## src/rtl/prio_tree_pipe.sv

```systemverilog
// prio_tree_pipe: pipelined extreme-value (max or min) index tree.
//
// Each accepted vector is reduced to the index and value of its largest
// (TreePolarity=0) or smallest (TreePolarity=1) enabled leaf. Ties resolve to
// the lowest index. Registers follow every RegStride comparator levels and
// always follow the final level, so the result appears exactly
// ceil(Levels/RegStride) cycles after acceptance. The whole pipeline freezes
// while the output is valid and not taken.
//
// Ports:
//   clk        clock
//   reset      synchronous, active-high reset; clears every stage
//   in_valid   input vector valid
//   in_ready   block can accept a vector this cycle (= ~stall)
//   values     TreeWidth leaf values, unsigned, sampled on acceptance
//   enable     per-leaf participation mask, sampled on acceptance
//   out_valid  result valid
//   out_ready  downstream accepts result
//   out_any    at least one leaf was enabled
//   out_idx    winning leaf index (0 when out_any=0)
//   out_val    winning leaf value (0 when out_any=0)
module prio_tree_pipe #(
   parameter int unsigned TreeValWidth = 32,
   parameter int unsigned TreeWidth    = 8,
   parameter bit          TreePolarity = 1'b0,
   parameter int unsigned RegStride    = 1,
   localparam int unsigned Levels       = (TreeWidth > 1) ? $clog2(TreeWidth) : 1,
   localparam int unsigned TreeIdxWidth = Levels
) (
   input  logic                    clk,
   input  logic                    reset,
   input  logic                    in_valid,
   output logic                    in_ready,
   input  logic [TreeValWidth-1:0] values [TreeWidth],
   input  logic [TreeWidth-1:0]    enable,
   output logic                    out_valid,
   input  logic                    out_ready,
   output logic                    out_any,
   output logic [TreeIdxWidth-1:0] out_idx,
   output logic [TreeValWidth-1:0] out_val
);

   localparam int unsigned NumLeaves = 1 << Levels;

   typedef struct packed {
      logic                    any;
      logic [TreeIdxWidth-1:0] idx;
      logic [TreeValWidth-1:0] val;
   } node_t;

   // Level 0 is the leaf row and is never registered.
   function automatic logic is_reg_level(input int unsigned lvl);
      return (lvl >= 1) && (((lvl % RegStride) == 0) || (lvl == Levels));
   endfunction

   // Ties keep the left child, which makes the lowest index win overall.
   function automatic node_t combine(input node_t left, input node_t right);
      logic right_wins;
      if (!left.any && !right.any) begin
         return '0;
      end
      if (left.any && right.any) begin
         if (TreePolarity == 1'b0) begin
            right_wins = right.val > left.val;
         end else begin
            right_wins = right.val < left.val;
         end
      end else begin
         right_wins = right.any;
      end
      return right_wins ? right : left;
   endfunction

   // tree[l] is the combinational output of level l; stage_q[l] its register.
   // Slots beyond the live width of a level stay zero, and stage_q rows at
   // unregistered levels are never read.
   node_t             tree    [Levels+1][NumLeaves];
   node_t             stage_q [Levels+1][NumLeaves];
   logic [Levels:0]   vcomb;
   logic [Levels:0]   vld_q;
   logic              stall;

   assign out_valid = vld_q[Levels];
   assign stall     = out_valid & ~out_ready;
   assign in_ready  = ~stall;
   assign out_any   = stage_q[Levels][0].any;
   assign out_idx   = stage_q[Levels][0].idx;
   assign out_val   = stage_q[Levels][0].val;

   always_comb begin : tree_comb
      node_t left;
      node_t right;
      tree  = '{default: '0};
      vcomb = '0;
      left  = '0;
      right = '0;

      // Disabled and padding leaves are all-zero, so an empty subtree
      // always reduces to {0, 0, 0}.
      vcomb[0] = in_valid;
      for (int unsigned i = 0; i < TreeWidth; i++) begin
         if (enable[i]) begin
            tree[0][i].any = 1'b1;
            tree[0][i].idx = TreeIdxWidth'(i);
            tree[0][i].val = values[i];
         end
      end

      for (int unsigned l = 1; l <= Levels; l++) begin
         vcomb[l] = is_reg_level(l - 1) ? vld_q[l-1] : vcomb[l-1];
         for (int unsigned i = 0; i < (NumLeaves >> l); i++) begin
            if (is_reg_level(l - 1)) begin
               left  = stage_q[l-1][2*i];
               right = stage_q[l-1][2*i+1];
            end else begin
               left  = tree[l-1][2*i];
               right = tree[l-1][2*i+1];
            end
            tree[l][i] = combine(left, right);
         end
      end
   end

   // Every stage holds on stall, bubbles included.
   always_ff @(posedge clk) begin
      if (reset) begin
         stage_q <= '{default: '0};
         vld_q   <= '0;
      end else if (!stall) begin
         stage_q <= tree;
         vld_q   <= vcomb;
      end
   end

endmodule

```

## config.mk

```make
export PLATFORM = sky130hd
export DESIGN_NAME = prio_tree_pipe
export DESIGN_NICKNAME = d
export VERILOG_FILES = /design/src/rtl/prio_tree_pipe.sv
export SDC_FILE = /design/constraint.sdc
export NUM_CORES = 1
export LEC_CHECK = 0
export ABC_AREA = 1
export CORE_MARGIN = 10
export CORE_UTILIZATION = 60
export DETAILED_ROUTE_END_ITERATION = 10
export GPL_TIMING_DRIVEN = 0
export PLACE_DENSITY_LB_ADDON = 0.12
export SYNTH_ARGS = -nofsm -noshare
export SYNTH_HDL_FRONTEND = slang
export SYNTH_SLANG_ARGS = --single-unit
export TNS_END_PERCENT = 5
```

## constraint.sdc

```tcl
create_clock -name clk -period 4.7 [get_ports clk]
set_clock_uncertainty 0.15 [all_clocks]
set_input_delay 1.175 -clock clk [delete_from_list [all_inputs] [get_ports clk]]
set_output_delay 1.175 -clock clk [all_outputs]
set_load 0.02 [all_outputs]
```

==> results.py, run 1 <==
metrics = {
    "sta": {
        "finalCritPeriodShare": 0.953,
        "worstMarginPinSlew_ps": 850,
        "max_freq_mhz": 223,
        "min_period_ps": 4480,
        "hold_viol_final": 0,
        "slew_violations": 0,
        "max_slew_margin": 0.433,
        "rsz0062_at_grt": "false",
        "setup_viol": 0,
    },
    "finish": {
        "areaGrowthSynthToFinish_pct": 22.9,
        "insertedDiodeCount": 0,
        "seq_area_um2": 4900,
        "multi_input_comb_area_um2": 11500,
        "final_nets": 3851,
        "final_layout_size_suffix_gt1_frac": 0.0518,
        "final_cell_area_um2": 23400,
        "fill_cells": 2570,
    },
    "synthesis": {
        "synth_seq_area_share": 0.258,
        "synth_edf_count": 0,
        "yosysWarnings": 0,
        "ys_ff_latch": 245,
        "synthTopCellsByArea": "dfxtp_1 (26%), nand2_1 (19%), ha_1 (15%), nand3_1 (12%), a21oi_1 (8.9%)",
        "synth.distinct_cells": 30,
        "synth_most_common_cell": "nand2_1",
        "syn_nets": 3528,
        "synth_top_cell_by_area": "dfxtp_1",
        "ys_dominant_reg_cell": "dfxtp_1",
        "syn-instance-count": 3036,
        "netlist_top_cells_count": "nand2_1 (980), nand3_1 (439), inv_1 (412), a21oi_1 (337), dfxtp_1 (245)",
        "async_flop_share": 0,
        "yosysTopAreaCellShare": 0.258,
        "syn_avg_cell_area_um2": 6.26,
        "synth_area_um2": 19000,
    },
    "cts": {
        "hold_buffers": 0,
        "cts_htree_levels": 1,
        "clockBufferDepth": 3,
        "cts_tree": "done",
        "postCtsSetupRepairBufs": 0,
        "cts_made_buffers": 26,
        "cts_resized": 1,
        "clk_latency_ps": 550,
        "clock-sinks": 245,
        "cts_root_buf": "clkbuf_16",
        "path_clk_slew_ps": 60,
    },
    "routing": {
        "ant_nets": 0,
        "dr.first_iter.drc_count": 1873,
        "route.met2.wl_mm": 29.7,
        "route.vias.total": 21200,
        "dr.pass1.iters": 6,
        "wirelength_mm": 64.9,
        "drcViolationCount": 0,
        "met3WireLength_mm": 5.40,
        "drt-wirelength-per-cell_um": 17.2,
        "wl_met1_mm": 27.4,
        "drt-vias-per-instance": 5.61,
        "top_layer": "met4",
    },
    "power": {
        "p_per_area_nw_per_um2": 288,
        "ir_drop_uv": 247,
        "leakage_nw": 11.7,
        "p_total_mw": 6.72,
    },
    "global_route": {
        "grt.total_usage": 0.320,
        "grt_max_degree": 17,
        "grt_overflow": 0,
        "grt_pass1_wl_mm": 103,
        "grt_pass1_vias": 20300,
        "antenna_found_initial": 0,
    },
    "floorplan": {
        "core-area_um2": 31400,
        "start_util": 0.606,
        "die_x_um": 198,
        "dieHeight_um": 198,
        "io_pins": 306,
        "die_area_um2": 39200,
        "row_count": 65,
    },
    "worst_setup_path": {
        "cp.required_ps": 3380,
        "critical_path_class": "input port to primary output",
        "cp-start-kind": "input port",
        "arrival_ps": 3160,
        "crit_fanout": 16,
        "crit_path_end_kind": "primary output",
    },
    "placed_design": {
        "numPortBuffers": 296,
        "postPlaceCellArea_um2": 22500,
        "hpwl_mm": 53.4,
        "gp_congestion": 0.982,
    },
    "job": {
        "cap_violations": 0,
    },
    "min_path": {
        "hp-class": "register to register",
    },
    "run_status": {
        "outcome": "completed",
    },
}
[cells in the final DEF, fill, tap and decap left out, types with 3 or more instances in the layout]
master           count
clkbuf_16           26
o21ai_0             35
buf_4               38
clkinvlp_4           3
ha_1               224
a21oi_2             10
buf_1                9
nand4_1             18
o21a_1              14
nand2_4              3
nand3_1            439
clkbuf_8             4
clkbuf_1           121
buf_6               10
nand3_2             15
dfxtp_1            245
inv_1              412
nor2_1              53
nor3_1               8
clkinv_2             7
bufinv_16            3
nand2_1            980
a21oi_1            337
o211ai_1             5
nand2_2             14
buf_2               33
clkdlybuf4s50_1    296
[metal layers]
metal	global-route usage	up-vias
li1	-	10400
met1	0.419	9768
met2	0.532	947
met3	0.0414	153
met4	0.109	0
met5	0	-
[cells by family after synthesis]
group | Yosys count | share of synthesized area
adder cells (fa/ha/maj) | 224 | 0.147
buffers and inverters | 623 | 0.137
AND/OR/NAND/NOR | 1540 | 0.347
AO/OA/AOI/OAI | 404 | 0.111
flip-flops | 245 | 0.258
[critical path, stage by stage]
cell,delay [ps]
clkdlybuf4s50_1,540
nor2_1,130
inv_2,290
buf_2,340
clkdlybuf4s50_1,680
[final cells by class]
| type | instances | share of cell area |
|---|---|---|
| repair buffers | 296 | 0.127 |
| well taps | 402 | 0.0215 |
| plain buffers | 208 | 0.0445 |
| clock buffers | 33 | 0.0307 |
| clock inverters | 15 | 0.00739 |
| inverters | 414 | 0.0665 |
| multi-input cells | 2168 | 0.493 |
| flip-flops and latches | 245 | 0.210 |
[sequential cells by signal (all words and copies together) (netlist names)]
| register | flops |
|---|---|
| vld_q | 3 |
| out_idx | 3 |
| stage_q | 206 |
| out_val | 32 |
| out_any | 1 |
[metrics by stage]
| step | utilization | setup slack (ps) | hold WS (ps) | std cells | TNS, ps |
|---|---|---|---|---|---|
| finish | 0.744 | 219 | 314 | 3781 | 0 |
| global route | 0.744 | 173 | 331 | 3781 | 0 |
| detailed placement | 0.716 | -413 | 305 | 3734 | -413 |
| global placement | 0.716 | -377 | 291 | 3734 | -377 |
| floorplan | - | 1190 | 280 | 3036 | 0 |
| CTS | 0.744 | 232 | 314 | 3781 | 0 |
[final timing paths]
check | end | slack (ps) | cells after the start | startpoint
setup / recovery | in_ready | 220 | 5 | out_ready
hold / removal | out_val[0] | 310 | 2 | out_val[0]
setup reg to reg | stage_q[863] | 1820 | 7 | vld_q[3]
hold reg to reg | out_val[0] | 310 | 2 | out_val[0]
[report_power, final]
| part | internal [mW] | total, mW | switching [mW] |
|---|---|---|---|
| sequential | 2.25 | 2.42 | 0.162 |
| combinational | 0.885 | 2.17 | 1.28 |
| clock | 1.25 | 2.14 | 0.889 |
Note: power is estimated with default switching activity, not from simulation.
==> run 2: changes to the inputs <==
--- a/config.mk
+++ b/config.mk
@@ -10,7 +10,7 @@
 export CORE_UTILIZATION = 60
 export DETAILED_ROUTE_END_ITERATION = 10
 export GPL_TIMING_DRIVEN = 0
-export PLACE_DENSITY_LB_ADDON = 0.12
+export PLACE_DENSITY = 0.88
 export SYNTH_ARGS = -nofsm -noshare
 export SYNTH_HDL_FRONTEND = slang
 export SYNTH_SLANG_ARGS = --single-unit
==> results.py, run 2 (synthesis gave the netlist of run 1 again) <==
metrics = {
    "min_path": {
        "hp-class": "register to register",
        "min_from": "vld_q[2]",
        "hold_end": "vld_q[2]",
        "hold_depth": 2,
    },
    "cts": {
        "cts_htree_levels": 1,
        "cts_root_buf": "clkbuf_16",
        "clockBufferDepth": 3,
        "hold_buffers": 0,
        "clock-sinks": 245,
        "cts_made_buffers": 27,
        "cts_tree": "done",
        "path_clk_slew_ps": 60,
        "postCtsSetupRepairBufs": 0,
        "clk_latency_ps": 530,
    },
    "sta": {
        "finalCritPeriodShare": 0.946,
        "rsz0062_at_grt": "false",
        "setup_viol": 0,
        "slew_violations": 0,
        "hold_viol_final": 0,
        "worstMarginPinSlew_ps": 881,
        "min_period_ps": 4450,
        "hold_slack_ps": 305,
        "fin_tns_setup_ps": 0,
        "max_slew_margin": 0.413,
        "max_freq_mhz": 225,
    },
    "global_route": {
        "grt.total_usage": 0.325,
        "grt_max_degree": 17,
        "antenna_found_initial": 1,
        "grt_overflow": 0,
        "grt_pass1_wl_mm": 104,
        "grt_pass1_vias": 20300,
    },
    "worst_setup_path": {
        "reg2reg_slack_ps": 1860,
        "cp-start-kind": "input port",
        "cp.required_ps": 3380,
        "reg2reg_depth": 7,
        "r2r-end": "stage_q[773]",
        "arrival_ps": 3120,
        "r2r-start": "vld_q[3]",
        "crit_fanout": 16,
        "critical_path_class": "input port to primary output",
        "crit_path_end_kind": "primary output",
    },
    "power": {
        "ir_drop_uv": 233,
        "leakage_nw": 11.7,
        "p_per_area_nw_per_um2": 291,
    },
    "routing": {
        "drt-wirelength-per-cell_um": 17.2,
        "route.vias.total": 21200,
        "drcViolationCount": 0,
        "dr.pass1.iters": 6,
        "dr.first_iter.drc_count": 2073,
        "ant_nets": 0,
        "drt-vias-per-instance": 5.61,
        "wirelength_mm": 64.9,
    },
    "run_status": {
        "outcome": "completed",
    },
    "finish": {
        "final_core_util": 0.746,
        "largest_register": "stage_q",
        "final_nets": 3852,
        "final_layout_size_suffix_gt1_frac": 0.0515,
        "final_cell_area_um2": 23400,
        "final_common_cell": "nand2_1",
        "mostFrequentLayoutCells": "nand2_1 (980), nand3_1 (439), inv_1 (412)",
        "insertedDiodeCount": 0,
        "largest_reg_flops": 206,
        "fin_cells": 3781,
        "fill_cells": 2643,
        "areaGrowthSynthToFinish_pct": 23.2,
    },
    "placed_design": {
        "hpwl_mm": 54.0,
        "numPortBuffers": 296,
        "postPlaceCellArea_um2": 22500,
        "gp_congestion": 1.00,
        "placed_cells": 3734,
    },
    "floorplan": {
        "die_x_um": 198,
        "row_count": 65,
        "io_pins": 306,
        "start_util": 0.606,
        "dieHeight_um": 198,
        "die_area_um2": 39200,
        "core-area_um2": 31400,
    },
    "job": {
        "cap_violations": 0,
    },
}
## run 2: cell count changes in the layout (fill, tap and decap cells not counted)
cell        change
clkbuf_16       +1
clkinv_2        -2
clkinv_4        +2
clkinvlp_4      -1
bufinv_16       +2
clkbuf_1        +1
clkinv_8        -1
clkbuf_8        -1
inv_6           -1
## run 2: worst max-delay path, stage by stage
cell and delay [ps]:
clkdlybuf4s50_1 450, nor2_1 100, inv_2 310, buf_2 390, clkdlybuf4s50_1 680
## run 2: worst max-delay path by stage
stage	start	endpoint	slack, ps	cells after the start
after CTS	out_ready	in_ready	310	5
after detailed placement	out_ready	in_ready	-380	6
final	out_ready	in_ready	250	5
after global routing	out_ready	in_ready	210	5
after floorplan	enable[6]	stage_q[734]	1190	16
after global placement	out_ready	in_ready	-360	6
## run 2: cell type report
class	count	area (um^2)	area share
plain buffers	208	1040	0.0444
clock buffers	34	732	0.0313
clock inverters	14	208	0.00887
inverters	414	1550	0.0664
multi-input cells	2168	11500	0.492
flip-flops and latches	245	4900	0.209
well taps	402	503	0.0215
repair buffers	296	2960	0.127
## run 2: where the power goes
part           internal, mW  switching (mW)  total [mW]
Combinational         0.886            1.26        2.15
Sequential             2.26           0.167        2.42
Clock                  1.37           0.861        2.23
## run 2: stage by stage
stage	power, mW	worst slack, ps
floorplan	3.79	1190
global placement	4.48	-358
detailed placement	4.56	-385
CTS	6.76	309
global route	7.17	209
finish	6.81	255
## run 2: what timing repair did
action                     CTS  global route
gates resized for setup      1             0
hold endpoints to repair     0             0
setup endpoints to repair    1             0
## run 2: per-layer routing
| layer | routed length, um | global-route usage | up-vias |
|---|---|---|---|
| met2 | 30000 | 0.541 | 968 |
| met3 | 5880 | 0.0482 | 133 |
| met4 | 2010 | 0.0965 | 2 |
| met5 | 20 | 0 | - |
| met1 | 27000 | 0.424 | 9750 |
| li1 | - | - | 10400 |
